===== config.mk =====
export PLATFORM = sky130hd
export DESIGN_NAME = pic_control_logic
export DESIGN_NICKNAME = d
export VERILOG_FILES = /design/src/rtl/pic_pkg.sv /design/src/rtl/pic_priority_resolver.sv /design/src/rtl/pic_control_logic.sv
export SDC_FILE = /design/constraint.sdc
export NUM_CORES = 1
export LEC_CHECK = 0
export CAP_MARGIN = 20
export CORE_AREA = 2 2 105 56
export DETAILED_ROUTE_END_ITERATION = 7
export DIE_AREA = 0 0 107 58
export GPL_TIMING_DRIVEN = 1
export HOLD_SLACK_MARGIN = 0.06
export PLACE_DENSITY = 0.78
export SLEW_MARGIN = 20
export SYNTH_ARGS = -nofsm -noshare
export SYNTH_HDL_FRONTEND = slang
export SYNTH_SLANG_ARGS = --single-unit
export TNS_END_PERCENT = 50

===== constraint.sdc =====
create_clock -name clk -period 2.5 [get_ports clk]
set_input_delay 0.625 -clock clk [delete_from_list [all_inputs] [get_ports clk]]
set_output_delay 0.625 -clock clk [all_outputs]
set_load 0.02 [all_outputs]

===== src/rtl/pic_pkg.sv =====
// pic_pkg -- shared encodings for the interrupt controller slice.
//   * command-word type codes carried on `flag`
//   * read-source select codes carried on `read_sel`
//   * OCW2 end-of-interrupt command codes (OCW2[7:5])
//   * FSM state type and state constants
package pic_pkg;

  // Command word type on flag
  localparam logic [2:0] FLAG_ICW1 = 3'd0;
  localparam logic [2:0] FLAG_ICW2 = 3'd1;
  localparam logic [2:0] FLAG_ICW3 = 3'd2;
  localparam logic [2:0] FLAG_ICW4 = 3'd3;
  localparam logic [2:0] FLAG_OCW1 = 3'd4;
  localparam logic [2:0] FLAG_OCW2 = 3'd5;
  localparam logic [2:0] FLAG_OCW3 = 3'd6;

  // Read source on read_sel; any other code reads IRR
  localparam logic [2:0] RSEL_IRR     = 3'b001;
  localparam logic [2:0] RSEL_IRR_ALT = 3'b111;
  localparam logic [2:0] RSEL_ISR     = 3'b101;
  localparam logic [2:0] RSEL_IMR     = 3'b011;

  // OCW2[7:5] end-of-interrupt commands
  localparam logic [2:0] EOI_NONSPEC = 3'b001;
  localparam logic [2:0] EOI_SPEC    = 3'b011;

  // Acknowledge FSM
  typedef logic [1:0] pic_state_t;
  localparam pic_state_t ST_IDLE = 2'd0;
  localparam pic_state_t ST_PEND = 2'd1;
  localparam pic_state_t ST_ACK1 = 2'd2;
  localparam pic_state_t ST_ACK2 = 2'd3;

  // Level reported when the acknowledge finds nothing to service
  localparam logic [2:0] SPURIOUS_LEVEL = 3'd7;

endpackage


===== src/rtl/pic_priority_resolver.sv =====
// pic_priority_resolver -- fully nested priority search.
//   irr, imr, isr : request, mask and in-service registers
//   valid         : a serviceable request exists
//   level         : its index (IR0 highest priority)
// A request at index n qualifies only when unmasked and strictly above
// (lower index than) every in-service level.
module pic_priority_resolver (
  input  logic [7:0] irr,
  input  logic [7:0] imr,
  input  logic [7:0] isr,
  output logic       valid,
  output logic [2:0] level
);

  logic [7:0] req;
  logic       blocked;

  always_comb begin
    req     = irr & ~imr;
    valid   = 1'b0;
    level   = 3'd0;
    blocked = 1'b0;
    for (int i = 0; i < 8; i++) begin
      // An in-service bit blocks its own level and everything below it.
      if (isr[i]) blocked = 1'b1;
      if (!blocked && !valid && req[i]) begin
        valid = 1'b1;
        level = 3'(i);
      end
    end
  end

endmodule


===== src/rtl/pic_control_logic.sv =====
// pic_control_logic -- 8-input interrupt controller control path.
//   clk, reset        : clock, synchronous active-high reset
//   cw_valid/flag/cw_data : command-word write (ICW1..4, OCW1..3)
//   rd_valid/read_sel : register read, answered one cycle later
//   ir                : request lines;  inta_n : acknowledge (active low)
//   int_out           : interrupt to CPU (high exactly while pending)
//   data_out/data_oe  : read data or acknowledge vector
// Optional feature macro: PIC_AUTO_EOI_EN (automatic EOI when ICW4[1]=1).
module pic_control_logic
  import pic_pkg::*;
(
  input  logic       clk,
  input  logic       reset,
  input  logic       cw_valid,
  input  logic [2:0] flag,
  input  logic [7:0] cw_data,
  input  logic       rd_valid,
  input  logic [2:0] read_sel,
  input  logic [7:0] ir,
  input  logic       inta_n,
  output logic       int_out,
  output logic [7:0] data_out,
  output logic       data_oe
);

  logic [7:0] icw1_q, icw1_d, icw2_q, icw2_d, icw3_q, icw3_d, icw4_q, icw4_d;
  logic [7:0] ocw2_q, ocw2_d, ocw3_q, ocw3_d;
  logic [7:0] imr_q, imr_d, isr_q, isr_d, irr_q, irr_d, ir_prev_q, ir_prev_d;
  logic       inta_prev_q, inta_prev_d, init_done_q, init_done_d;
  pic_state_t state_q, state_d;
  logic [2:0] lvl_q, lvl_d;
  logic       int_out_q, int_out_d, data_oe_q, data_oe_d;
  logic [7:0] data_out_q, data_out_d;

  logic       cand_valid;
  logic [2:0] cand_level;
  logic       inta_fall, inta_rise, in_ack, ltim, ack_entry;
  logic       unused_bits;

  pic_priority_resolver u_resolver (
    .irr   (irr_q),
    .imr   (imr_q),
    .isr   (isr_q),
    .valid (cand_valid),
    .level (cand_level)
  );

  assign inta_fall = inta_prev_q & ~inta_n;
  assign inta_rise = ~inta_prev_q & inta_n;
  assign in_ack    = (state_q == ST_ACK1) || (state_q == ST_ACK2);
  assign ltim      = icw1_q[3];

  always_comb begin
    icw1_d = icw1_q;  icw2_d = icw2_q;  icw3_d = icw3_q;  icw4_d = icw4_q;
    ocw2_d = ocw2_q;  ocw3_d = ocw3_q;
    imr_d = imr_q;  isr_d = isr_q;  irr_d = irr_q;
    ir_prev_d   = ir;
    inta_prev_d = inta_n;
    init_done_d = init_done_q;
    state_d     = state_q;
    lvl_d       = lvl_q;
    ack_entry   = 1'b0;

    // Request capture: level mode freezes IRR while the acknowledge runs.
    if (ltim) begin
      if (!in_ack) irr_d = ir;
    end else begin
      irr_d = irr_q | (ir & ~ir_prev_q);
    end

    // End of interrupt from OCW2; isr & (isr - 1) drops the lowest set bit.
    if (cw_valid && flag == FLAG_OCW2) begin
      case (cw_data[7:5])
        EOI_NONSPEC: isr_d = isr_q & (isr_q - 8'd1);
        EOI_SPEC:    isr_d[cw_data[2:0]] = 1'b0;
        default:     ;
      endcase
    end

    case (state_q)
      ST_IDLE: if (init_done_q && cand_valid) state_d = ST_PEND;
      ST_PEND: if (inta_fall) begin
        state_d   = ST_ACK1;
        ack_entry = 1'b1;
        lvl_d     = cand_valid ? cand_level : SPURIOUS_LEVEL;
      end
      ST_ACK1: if (inta_fall) state_d = ST_ACK2;
      ST_ACK2: if (inta_rise) begin
        state_d = ST_IDLE;
`ifdef PIC_AUTO_EOI_EN
        if (icw4_q[1]) isr_d[lvl_q] = 1'b0;
`endif
      end
      default: state_d = ST_IDLE;
    endcase

    // A spurious acknowledge (no candidate) leaves ISR and IRR untouched.
    if (ack_entry && cand_valid) begin
      isr_d[cand_level] = 1'b1;
      if (!ltim) irr_d[cand_level] = 1'b0;
    end

    if (cw_valid) begin
      case (flag)
        FLAG_ICW1: icw1_d = cw_data;
        FLAG_ICW2: begin
          icw2_d = cw_data;
          if (icw1_q[1] && !icw1_q[0]) init_done_d = 1'b1;
        end
        FLAG_ICW3: begin
          icw3_d = cw_data;
          if (!icw1_q[0]) init_done_d = 1'b1;
        end
        FLAG_ICW4: begin icw4_d = cw_data; init_done_d = 1'b1; end
        FLAG_OCW1: begin imr_d  = cw_data; init_done_d = 1'b1; end
        FLAG_OCW2: begin ocw2_d = cw_data; init_done_d = 1'b1; end
        FLAG_OCW3: begin ocw3_d = cw_data; init_done_d = 1'b1; end
        default:   ;
      endcase
    end

    // ICW1 restarts initialisation and wins over everything above.
    if (cw_valid && flag == FLAG_ICW1) begin
      imr_d = 8'h00;  isr_d = 8'h00;  irr_d = 8'h00;  ir_prev_d = 8'h00;
      init_done_d = 1'b0;
      state_d     = ST_IDLE;
    end

    // Outputs are registered from the next state so they track it exactly.
    int_out_d  = (state_d == ST_PEND);
    data_oe_d  = 1'b0;
    data_out_d = 8'h00;
    if (state_d == ST_ACK2) begin
      data_oe_d  = 1'b1;
      data_out_d = {icw2_q[7:3], lvl_q};
    end else if (rd_valid && !in_ack) begin
      data_oe_d = 1'b1;
      case (read_sel)
        RSEL_ISR:               data_out_d = isr_q;
        RSEL_IMR:               data_out_d = imr_q;
        RSEL_IRR, RSEL_IRR_ALT: data_out_d = irr_q;
        default:                data_out_d = irr_q;
      endcase
    end
  end

  always_ff @(posedge clk) begin
    if (reset) begin
      icw1_q <= '0;  icw2_q <= '0;  icw3_q <= '0;  icw4_q <= '0;
      ocw2_q <= '0;  ocw3_q <= '0;
      imr_q  <= '0;  isr_q  <= '0;  irr_q  <= '0;  ir_prev_q <= '0;
      inta_prev_q <= 1'b1;
      init_done_q <= 1'b0;
      state_q     <= ST_IDLE;
      lvl_q       <= '0;
      int_out_q   <= 1'b0;
      data_oe_q   <= 1'b0;
      data_out_q  <= '0;
    end else begin
      icw1_q <= icw1_d;  icw2_q <= icw2_d;  icw3_q <= icw3_d;  icw4_q <= icw4_d;
      ocw2_q <= ocw2_d;  ocw3_q <= ocw3_d;
      imr_q  <= imr_d;   isr_q  <= isr_d;   irr_q  <= irr_d;   ir_prev_q <= ir_prev_d;
      inta_prev_q <= inta_prev_d;
      init_done_q <= init_done_d;
      state_q     <= state_d;
      lvl_q       <= lvl_d;
      int_out_q   <= int_out_d;
      data_oe_q   <= data_oe_d;
      data_out_q  <= data_out_d;
    end
  end

  assign int_out  = int_out_q;
  assign data_out = data_out_q;
  assign data_oe  = data_oe_q;

  // Stored command bits that no logic here consumes.
  assign unused_bits = ^{icw1_q, icw2_q[2:0], icw3_q, icw4_q, ocw2_q, ocw3_q};

endmodule


==> results of run 1 <==
-- cells in the final DEF, fill, tap and decap left out, types with 3 or more instances in the layout --
| master | count |
|---|---|
| clkdlybuf4s50_1 | 36 |
| nor3_1 | 9 |
| clkbuf_8 | 11 |
| mux2_2 | 5 |
| nor2_1 | 31 |
| nand2b_1 | 7 |
| dfxtp_1 | 57 |
| nand3b_1 | 4 |
| nand2_1 | 10 |
| nor3b_1 | 4 |
| nand3_1 | 4 |
| a21o_1 | 9 |
| inv_1 | 12 |
| or2_2 | 4 |
| buf_4 | 22 |
| a21oi_1 | 28 |
| mux2i_1 | 17 |
| nand4_1 | 3 |
| o21ai_0 | 20 |
| o22ai_1 | 12 |
| o21a_1 | 3 |
| and2_1 | 8 |
| a22oi_1 | 3 |
| nor2b_1 | 7 |
-- layout make-up --
cell class                 instances  area (um^2)  share of cell area, %
multi-input combinational        234         1610                   44.5
sequential                        57         1140                   31.7
timing repair buffer              58          526                   14.6
clock buffer                      12          155                   4.31
tap                               73         91.3                   2.53
inverter                          12         45.0                   1.25
clock inverter                     3         40.0                   1.11
-- critical path: cells and delay by family (launching register included) --
kind	cells	cell delay [ns]
AND/OR/NAND/NOR	2	0.74
AO/OA/AOI/OAI	3	0.81
buffers and inverters	1	0.11
flip-flops	1	0.35
adder cells (fa/ha/maj)	1	0.24
-- state kept, by name, indices dropped and copies added, names as in the netlist --
name and cells:
data_out 8, int_out 1, init_done_q 1, irr_q 8
state_q 2, icw1_q 3, inta_prev_q 1, lvl_q 3
data_oe 1, imr_q 8, ir_prev_q 8, icw2_q 5
isr_q 8
-- where the power goes --
group | switching [W] | internal [W]
Combinational | 0.000230 | 0.000200
Clock | 0.000359 | 0.000506
Sequential | 0.0000311 | 0.000953
-- stage by stage --
stage	power [W]	worst slack [ns]
3_3_place_gp	0.00141	0.125
6_report	0.00228	0.156
2_1_floorplan	0.00125	0.439
5_1_grt	0.00236	0.0849
4_1_cts	0.00228	0.197
3_5_place_dp	0.00142	0.0507
-- cells by family (layout without fill, tap and decap cells) --
logic type               after synthesis  after routing  share of synthesized area, %
AO/OA/AOI/OAI                        102            102                          24.9
flip-flops                            57             57                          40.1
AND/OR/NAND/NOR                      107            107                          22.1
multiplexers                          22             22                          7.96
adder cells (fa/ha/maj)                3              3                          1.23
buffers and inverters                 27             85                          3.69
-- per-layer routing --
| metal | GRT usage [%] | vias up | wire [um] |
|---|---|---|---|
| li1 | - | 1278 | - |
| met1 | 38.1 | 1248 | 3650 |
| met2 | 35.4 | 142 | 3070 |
| met3 | 9.79 | 6 | 802 |
| met4 | 8.53 | 0 | 46 |
| met5 | 0 | - | 0 |
-- final timing paths --
check | from | end | cells after the start
worst max register to register | isr_q[0] | irr_q[0] | 7
worst min register to register | icw2_q[7] | data_out[7] | 1
worst max-delay path | isr_q[0] | irr_q[0] | 7
worst min-delay path | icw2_q[7] | data_out[7] | 1
==> results_dict.tcl, run 1 <==
set metrics [dict create \
    status "complete, no violations" \
    synth_nets 347 \
    avgSynthCellArea_um2 8.95 \
    cts_max_level 3 \
    crit_arrival_ns 2.59 \
    ys_top_cells_by_area "dfxtp_1 40%, mux2i_1 6.0%, a21oi_1 4.9%" \
    synth_cells 318 \
    grt_max_degree 18 \
    path_clk_slew_ns 0.07 \
    rows 19 \
    crit_chain "inv_1 > ha_1 > nor3b_1 > o211ai_1 > a31o_1 > and4_1 > o41ai_2" \
    worst_pin_slew_ns 1.04 \
    gp_routability_congestion 0.904 \
    relSlewSlack_pct 30.4 \
    drive_gt1_share_pct 15.4 \
    start_kind "register" \
    critPathRequiredTime_ns 2.75 \
    cts-root-buf "clkbuf_8" \
    clock_path_buffers 2 \
    diodes 0 \
    p_leak_nw 1.39 \
    num_vias 2674 \
    clock_latency_ns 0.34 \
    post_cts_resized 0 \
    post_drt_wl_per_cell_um 16.9 \
    fin_area_um2 3600 \
    track_usage_pct 26.1 \
    totalWireLength_um 7570 \
    cts_num_sinks 57 \
    p_per_area_nw_per_um2 632 \
    setup_viol 0 \
    yosysMostFrequentCell "dfxtp_1" \
    critical_path_class "reg2reg" \
    initial_core_util_pct 53.7 \
    yosys.area.top_type "dfxtp_1" \
    die_h_um 58 \
    cts_buffers 9 \
    synth_top_cells_by_count "57 x dfxtp_1, 31 x nor2_1, 28 x a21oi_1" \
    hpwl_um 5680 \
    synthToLayoutAreaGrowth_pct 26.6 \
    tritoncts "done" \
    synthArstFlopShare_pct 0 \
    slew_viol_final 0 \
    synth-seq-cells 57 \
    die_w_um 107 \
    synth_top_cell_area_share_pct 40.1 \
    drc 0 \
    antenna_violating_nets_post_route 0 \
    path_max_fanout 5 \
    ys_types 59 \
    hold_class "reg2reg" \
    ir_worst_vdd_uv 327 \
    nets 401 \
    skew_ns 0.00869 \
    die_area_um2 6210 \
    gr-total-overflow 0 \
    vias_per_cell 5.96 \
    end_kind "register" \
    instances_no_fill 449 \
    r2r_setup_slack_ns 0.16 \
    synth_area_um2 2850 \
    fmax_mhz 427 \
    tns_ns 0 \
    placed_cells 434 \
    drt_iter0_drc 267 \
    synthFlopType "dfxtp_1" \
    fillCellCount 449 \
    design.core.area_um2 5300 \
    cts_setup_buffers 0 \
    maxCapViolCount 0 \
    rsz0062_at_grt "no" \
    io_pins 37 \
    period_needed_ns 2.34 \
    ys_warn_count 0 \
    cp_slowest_stage_delay_ns 0.50 \
    hold_buffers 0 \
    fin_crit_sh_pct 93.8 \
    hold_viol 0 \
    crit_slowest_cell "nor3b_1" \
    hold_slack_ns 0.467 \
    drtPass1Iterations 5 \
    antenna_found_initial 0 \
    grt_pass1_vias 2438 \
    grt_pass1_wl_um 12200 \
    place_area_um2 3410 \
    synth_edf_count 0 \
    final_util_pct 68.0 \
    io_buffer_count 36 \
    ys_seq_area_share_pct 40.1 \
]
Note: power is estimated with default switching activity, not from simulation.
==> run 2: changes to the inputs <==
Settings changed: SKIP_CTS_REPAIR_TIMING set to 1.
==> results of run 2 <==
The final DEF is identical to that of run 1; final timing and power are the same.
